`src/rtl/norm2_pkg.sv`:
```
// Shared types and sizes for the norm2 scheduler.
package norm2_pkg;
    localparam int DEPTH = 1000;
    localparam int AW    = 10;
    localparam int DW    = 27;
    localparam int RW    = 64;

    typedef enum logic [1:0] {
        LOAD  = 2'd0,
        START = 2'd1,
        RUN   = 2'd2,
        DONE  = 2'd3
    } norm2_state_t;

    typedef logic signed [DW-1:0] elem_t;
    typedef logic [RW-1:0]        result_t;
endpackage

```
`src/rtl/norm2_wdt.sv`:
```
// RUN-cycle watchdog: counts enabled cycles since the last clear and flags
// the cycle in which the count sits at WDT_CYCLES-1.
module norm2_wdt #(
    parameter int WDT_CYCLES = 16384
) (
    input  logic clk,
    input  logic rst_n,
    input  logic clr,
    input  logic en,
    output logic expired
);
    localparam int CW = $clog2(WDT_CYCLES) + 1;

    logic [CW-1:0] cnt;

    // Cycle counter; saturates at the limit so it never wraps while waiting.
    always_ff @(posedge clk or negedge rst_n) begin
        if (!rst_n)
            cnt <= '0;
        else if (clr)
            cnt <= '0;
        else if (en && !expired)
            cnt <= cnt + 1'b1;
    end

    assign expired = en && (cnt == CW'(WDT_CYCLES - 1));
endmodule

```
`src/rtl/norm2_sched.sv`:
```
// Scheduler / port owner for the norm2 sum-of-squares kernel.
// Optional watchdog abort is compiled in with NORM2_SCHED_WDT_EN.
module norm2_sched
    import norm2_pkg::*;
#(
    parameter int DEPTH      = norm2_pkg::DEPTH,
    parameter int AW         = norm2_pkg::AW,
    parameter int DW         = norm2_pkg::DW,
    parameter int RW         = norm2_pkg::RW,
    parameter int WDT_CYCLES = 16384
) (
    input  logic          clk,
    input  logic          rst_n,
    input  logic          in_valid,
    output logic          in_ready,
    input  logic [DW-1:0] in_data,
    output logic          out_valid,
    input  logic          out_ready,
    output logic [RW-1:0] out_data,
    output logic          err,
    output logic          busy,
    output logic          k_r_enable,
    output logic          k_control_arr,
    output logic [RW-1:0] k_init_i,
    output logic [RW-1:0] k_init_acc,
    output logic          k_we,
    output logic [AW-1:0] k_addr,
    output logic [DW-1:0] k_wdata,
    input  logic [DW-1:0] k_rdata,
    input  logic          k_w_enable,
    input  logic [RW-1:0] k_result
);
    norm2_state_t  state;
    logic [AW-1:0] addr;
    logic          wdt_expired;

    // Array read data is reserved; fold it away so it has a sink.
    logic unused_rdata;
    assign unused_rdata = ^k_rdata;

`ifdef NORM2_SCHED_WDT_EN
    // Clear during START so the count starts at 0 on the first RUN cycle.
    norm2_wdt #(.WDT_CYCLES(WDT_CYCLES)) u_wdt (
        .clk     (clk),
        .rst_n   (rst_n),
        .clr     (state == START),
        .en      (state == RUN),
        .expired (wdt_expired)
    );
`else
    localparam int unused_wdt_cycles = WDT_CYCLES;
    assign wdt_expired = 1'b0;
`endif

    // Scheduler FSM, address counter and result/err capture.
    always_ff @(posedge clk or negedge rst_n) begin
        if (!rst_n) begin
            state    <= LOAD;
            addr     <= '0;
            out_data <= '0;
            err      <= 1'b0;
        end else begin
            case (state)
                LOAD: begin
                    if (in_valid) begin
                        if (addr == AW'(DEPTH - 1)) begin
                            addr  <= '0;
                            state <= START;
                        end else begin
                            addr <= addr + 1'b1;
                        end
                    end
                end
                START: state <= RUN;
                RUN: begin
                    // A real completion wins over a simultaneous expiry.
                    if (k_w_enable) begin
                        out_data <= k_result;
                        err      <= 1'b0;
                        state    <= DONE;
                    end else if (wdt_expired) begin
                        out_data <= '0;
                        err      <= 1'b1;
                        state    <= DONE;
                    end
                end
                DONE: begin
                    if (out_ready) begin
                        err   <= 1'b0;
                        state <= LOAD;
                    end
                end
                default: state <= LOAD;
            endcase
        end
    end

    // Port decode straight off the state register.
    assign in_ready      = (state == LOAD);
    assign k_control_arr = (state == LOAD);
    assign k_we          = (state == LOAD) && in_valid;
    assign k_addr        = addr;
    assign k_wdata       = in_data;
    assign k_r_enable    = (state != RUN);
    assign busy          = (state == START) || (state == RUN);
    assign out_valid     = (state == DONE);
    assign k_init_i      = '0;
    assign k_init_acc    = '0;
endmodule

```
`config.mk`:
```
export PLATFORM = sky130hd
export DESIGN_NAME = norm2_sched
export DESIGN_NICKNAME = d
export VERILOG_FILES = /design/src/rtl/norm2_pkg.sv /design/src/rtl/norm2_wdt.sv /design/src/rtl/norm2_sched.sv
export SDC_FILE = /design/constraint.sdc
export NUM_CORES = 1
export LEC_CHECK = 0
export BUFFER_PORTS_ARGS = -buffer_cell sky130_fd_sc_hd__buf_2
export CORE_AREA = 4 4 137 139
export CTS_CLUSTER_DIAMETER = 30
export DETAILED_ROUTE_END_ITERATION = 10
export DIE_AREA = 0 0 141 143
export REMOVE_ABC_BUFFERS = 1
export SLEW_MARGIN = 20
export SYNTH_ARGS = -nofsm -noshare
export SYNTH_HDL_FRONTEND = slang
export SYNTH_SLANG_ARGS = --single-unit
```
`constraint.sdc`:
```
create_clock -name clk -period 1.9 [get_ports clk]
set_input_delay 0.19 -clock clk [delete_from_list [all_inputs] [get_ports clk]]
set_output_delay 0.19 -clock clk [all_outputs]
set_load 0.01 [all_outputs]
```
# --- Word level (Yosys, flattened, before mapping) ---
# Index checks and enable logic that the tools add are counted.
classes:
  addsub: 1
  n_eq_ne: 9
  mux: 9
  n_reduce_logical: 8
ops:
  columns: ["op", "n"]
  rows:
  - ["$add 10x1->10 const B", 1]
  - ["$eq 10x10->1 const B", 1]
  - ["$mux 10", 1]
  - ["$mux 2", 4]
  - ["$pmux 2 s4", 1]
  - ["$ne 2x2->1 const B", 3]
  - ["$eq 2x2->1 const B", 2]
  - ["$ne 2x1->1 const B", 2]
  - ["$reduce_and 2->1", 2]
  - ["$reduce_and 4->1", 1]
  - ["$reduce_and 3->1", 1]
  - ["$eq 2x1->1 const B", 1]
  - ["$logic_not 2->1", 1]
  - ["$mux 1", 2]
  - ["$pmux 1 s2", 1]
  - ["$reduce_bool 2->1", 1]
  - ["$logic_and 1x1->1", 1]
  - ["$logic_or 1x1->1", 1]
word_totals:
  ff_bits: 77
  wordCells: 31

# --- Longest topological paths before layout ---
depth:
  word_depth: 4
  mapped_depth: 7

# --- Worst setup path after synthesis ---
# OpenSTA, ideal clock, no wires.
synth_path:
  path_type: "register -> register"
  start: "register state[0]"
  end: "register addr[9], in the netlist k_addr[9]"
  setup_ps: 77
  t_arrival_ps: 1654
  required_time_ps: 1823
  setup_slack_ps: 169
  stages_incl_launch_ff: 8
  period_less_slack_ps: 1731
  cell_sequence: "dfrtp_1 -> inv_1 -> ha_1 -> nand2_1 -> inv_1 -> nand4_1 -> or3_1 -> a21oi_1"
synth_between:
  elab_chain_len: 2
synth_rtl:
  columns: ["element", "line_no", "text"]
  rows:
  - ["start: declaration", "norm2_sched.sv:33", "norm2_state_t state;"]
  - ["start signal: assignment", "norm2_sched.sv:58", "state <= LOAD;"]
  - ["start signal: assignment", "norm2_sched.sv:68", "state <= START;"]
  - ["start signal: assignment", "norm2_sched.sv:74", "START: state <= RUN;"]
  - ["$logic_not 2->1", null, null]
  - ["via in_ready", "norm2_sched.sv:15", "output logic in_ready,"]
  - ["$reduce_and 2->1 (no line)", null, null]
  - ["end signal: assignment", "norm2_sched.sv:70", "addr <= addr + 1'b1;"]
  - ["end: declaration", "norm2_sched.sv:34", "logic [AW-1:0] addr;"]
# The timed path passes the listed nets, and every way through them passes these cells.
# A chain may end at the register's enable or synchronous reset.

# --- Worst setup path in the final report ---
layout_path:
  start: "register state[0]"
  end: "output port k_we"
layout_between:
  elab_chain_len: 2
layout_rtl:
  columns: ["element", "line_no", "text"]
  rows:
  - ["$logic_not 2->1", "norm2_sched.sv:101", "assign k_we = (state == LOAD) && in_valid;"]
  - ["$logic_and 1x1->1", "norm2_sched.sv:101", null]
  - ["end: declaration", "norm2_sched.sv:26", "output logic k_we,"]
# Every way passes these cells.

==> summary.txt <==
Status
  • Status: finished clean

Yosys
  • #FFs+latches synth: 76
  • Top_reg_cell synth: dfrtp_1
  • Largest family of logic cells by synthesized area: buffers and inverters
  • Post-Syn Area: 4210 µm²
  • Top cells by area, synth: dfrtp_1, buf_4, mux2_2
  • Simple-Gate Fraction of Synth Area: 3.81%
  • Synth cell types: 26
  • Post-Syn Instances: 363
  • Synth async-reset ratio: 100%
  • Syn avg cell area: about 12 µm²
  • Synth area leader: dfrtp_1
  • Post-synth EDFFs: 0
  • Adder-Cell Fraction of Synth Area: approximately 1.5%
  • Compound-Gate Fraction of Synth Area: approximately 1.2%
  • YS warnings: 0
  • Mux contribution to synthesized area: a little under a fifth
  • Seq/Total Area, Yosys: a little under half
  • XOR/XNOR Fraction of Synth Area: less than 1%
  • Synth top area share: approximately 45%

Final layout
  • Share of cells above drive strength 1: a little under half
  • Fin cells: between 700 and 800
  • Commonest non-fill, non-tap cell in the layout: buf_2
  • Register area: 1900 µm²
  • Leading cell types in the layout, fill and taps excluded: buf_2, conb_1, dfrtp_1, mux2_2, clkbuf_16
  • Antenna cells: 0
  • Fin area: 4920 µm²
  • Filler cells: between 1500 and 2000
  • Final #Nets: ~620
  • Layout area overhead: 17.1%
  • Multi-input gate area: between 1500 and 2000 µm²

Worst setup path
  • Setup CP Type: register to primary output
  • WP data required: between 1500 and 2000 ps
  • Startpoint Class: register
  • Worst EP arrival: 1560 ps
  • CP Capture Type: primary output
  • Reg2reg start: state[0]
  • Reg2Reg Depth: 6
  • CP max FO: 5
  • Reg2Reg Setup Slack: 250 ps
  • FF-to-FF End: k_addr[8]

Clocking
  • Clk buf depth: 2
  • Root Buffer: clkbuf_16
  • # clock sinks: 76
  • CTS clk-pin slew, worst paths: ~60 ps
  • CTS tree: done
  • CTS buffer count: 9
  • Clock latency at the later pin of the worst-skew pair: approximately 330 ps
  • Post-CTS Setup Bufs: 0
  • H-tree Lvls: 3

GRT
  • First-pass GRT wire length: between 10 and 15 mm
  • Overall Global Routing Usage: 9.67%
  • Initial antenna violation count: 0
  • Largest net degree at the start of global routing: slightly below 60
  • Vias in the first global route: approximately 2500
  • Final global-route overflow total: 0

Floorplan
  • IO Count: 359
  • Core ar.: 17700 µm²
  • Die area: roughly 20000 µm²
  • DIE WIDTH: roughly 140 µm
  • FP Rows: around 50
  • Initial Util: 23.8%
  • Die Y: 143 µm

Timing
  • Hold Vio Cnt, Final: 0
  • Final setup viols: 0
  • Max-slew violation count: 0
  • Final min period: 1750 ps
  • F_max: around 0.57 GHz
  • WHS: ~84 ps
  • Clk_skew: 4.08 ps
  • Final period util: around nine tenths
  • Unrepaired setup endpoints after global routing: false
  • Final WS setup: 153 ps

Route
  • M1 wire length: 3.74 mm
  • Via count: between 2000 and 3000
  • Met3 Routed Length: 1.44 mm
  • Drt drc: 0
  • Post-DR wirelength/cell: ~14 µm
  • Uppermost layer routed: met5
  • DRT Pass-1 Iters: 4
  • Starting DRT DRC Count: 48
  • Drt total wl: between 10 and 15 mm
  • Metal2 WL: ~4.7 mm
  • Detail Route Antenna Nets: 0
  • Via density: between 3 and 4

Placed design
  • Pre-CTS setup slack: 201 ps
  • I/O Buffers: 148
  • DP Cell Count: 712
  • Placed inst area: 4600 µm²
  • Gpl congestion: just over 0.7
  • Final HPWL DP: approximately 8.4 mm

Pwr
  • PwrDens: approximately 1500 nW/µm²
  • Leak: 2.59 nW
  • Total power: 0.00744 W
  • VDD IR-drop max: between 0.5 and 0.6 mV

Hold path
  • Hold_sp: k_result[2]
  • Hold crit path type: input port to register
  • Worst Hold End: out_data[2]
  • Hold Crit Depth: 2

Run
  • Max-cap violation count: 0
-- cells in the mapped netlist (3+ instances only) --
master,instances
buf_4,157
dfrtp_1,76
mux2_2,64
nand2_1,9
buf_2,6
nand3_1,6
nor2_1,6
ha_1,5
inv_1,5
o21ai_0,4
mux2i_1,3
nor3_1,3
-- logic make-up (layout without fill, tap and decap cells) --
kind of cell               Yosys count  in the layout
xor gates and xnor gates             4              4
and+or+nand+nor                     32             32
adders and majority gates            5              5
AOI/OAI and AO/OA                    9              9
other                                1            129
muxes                               68             68
buffers and inverters              168            176
DFF                                 76             76
-- power by group --
part           switching, W  leakage (nW)  total [W]  internal (W)
sequential         0.000365         0.915    0.00275       0.00239
clock              0.000653         0.147    0.00177       0.00112
combinational       0.00145          1.53    0.00292       0.00147
-- repair_timing --
| action | in CTS | in global routing |
|---|---|---|
| hold buffers | 1 | 0 |
| setup endpoints to repair | 0 | 1 |
| gates resized for setup | 0 | 1 |
| endpoints found under the hold margin | 18 | 0 |
-- worst max-delay path, cell delays in order, from the launching register on --
cell     delay (ps)
dfrtp_1         380
inv_1           120
ha_2            230
nand2_1         130
inv_1           100
buf_4           130
buf_2           130
-- sequential cells by signal, indices dropped and copies added, names as in the netlist --
signal,flops
out_data,64
k_addr,10
state,2
-- per-stage QoR --
stage / TNS (ps) / util (%)
after floorplan: -41860 / -
final: 0 / 27.9
after detailed placement: 0 / 26.1
after global placement: 0 / 26.1
after global routing: 0 / 27.9
after CTS: 0 / 27.9
-- metal layers --
metal / vias to the layer above / global-route usage [%]
met5: - / 3.11
met4: 2 / 4.54
met3: 16 / 6.13
met2: 179 / 14.4
met1: 1221 / 10.6
li1: 1165 / -
-- layout make-up --
type | instances | share of cell area, %
timing repair buffer | 156 | 17.1
clock inverter | 3 | 0.915
sequential | 76 | 38.6
multi-input combinational | 247 | 31.7
inverter | 5 | 0.381
tap | 229 | 5.82
clock buffer | 12 | 5.41
-- how the worst max path moves through the flow --
stage | cells after the start | endpoint | start | slack, ps
CTS | 6 | k_we | state[0] | 80
finish | 6 | k_we | state[0] | 150
global route | 6 | k_we | state[0] | 30
global placement | 6 | k_addr[8] | state[0] | 200
floorplan | 4 | out_data[0] | state[0] | -650
detailed placement | 6 | k_addr[8] | state[0] | 200
No activity file was read; power rests on OpenSTA's default activity.
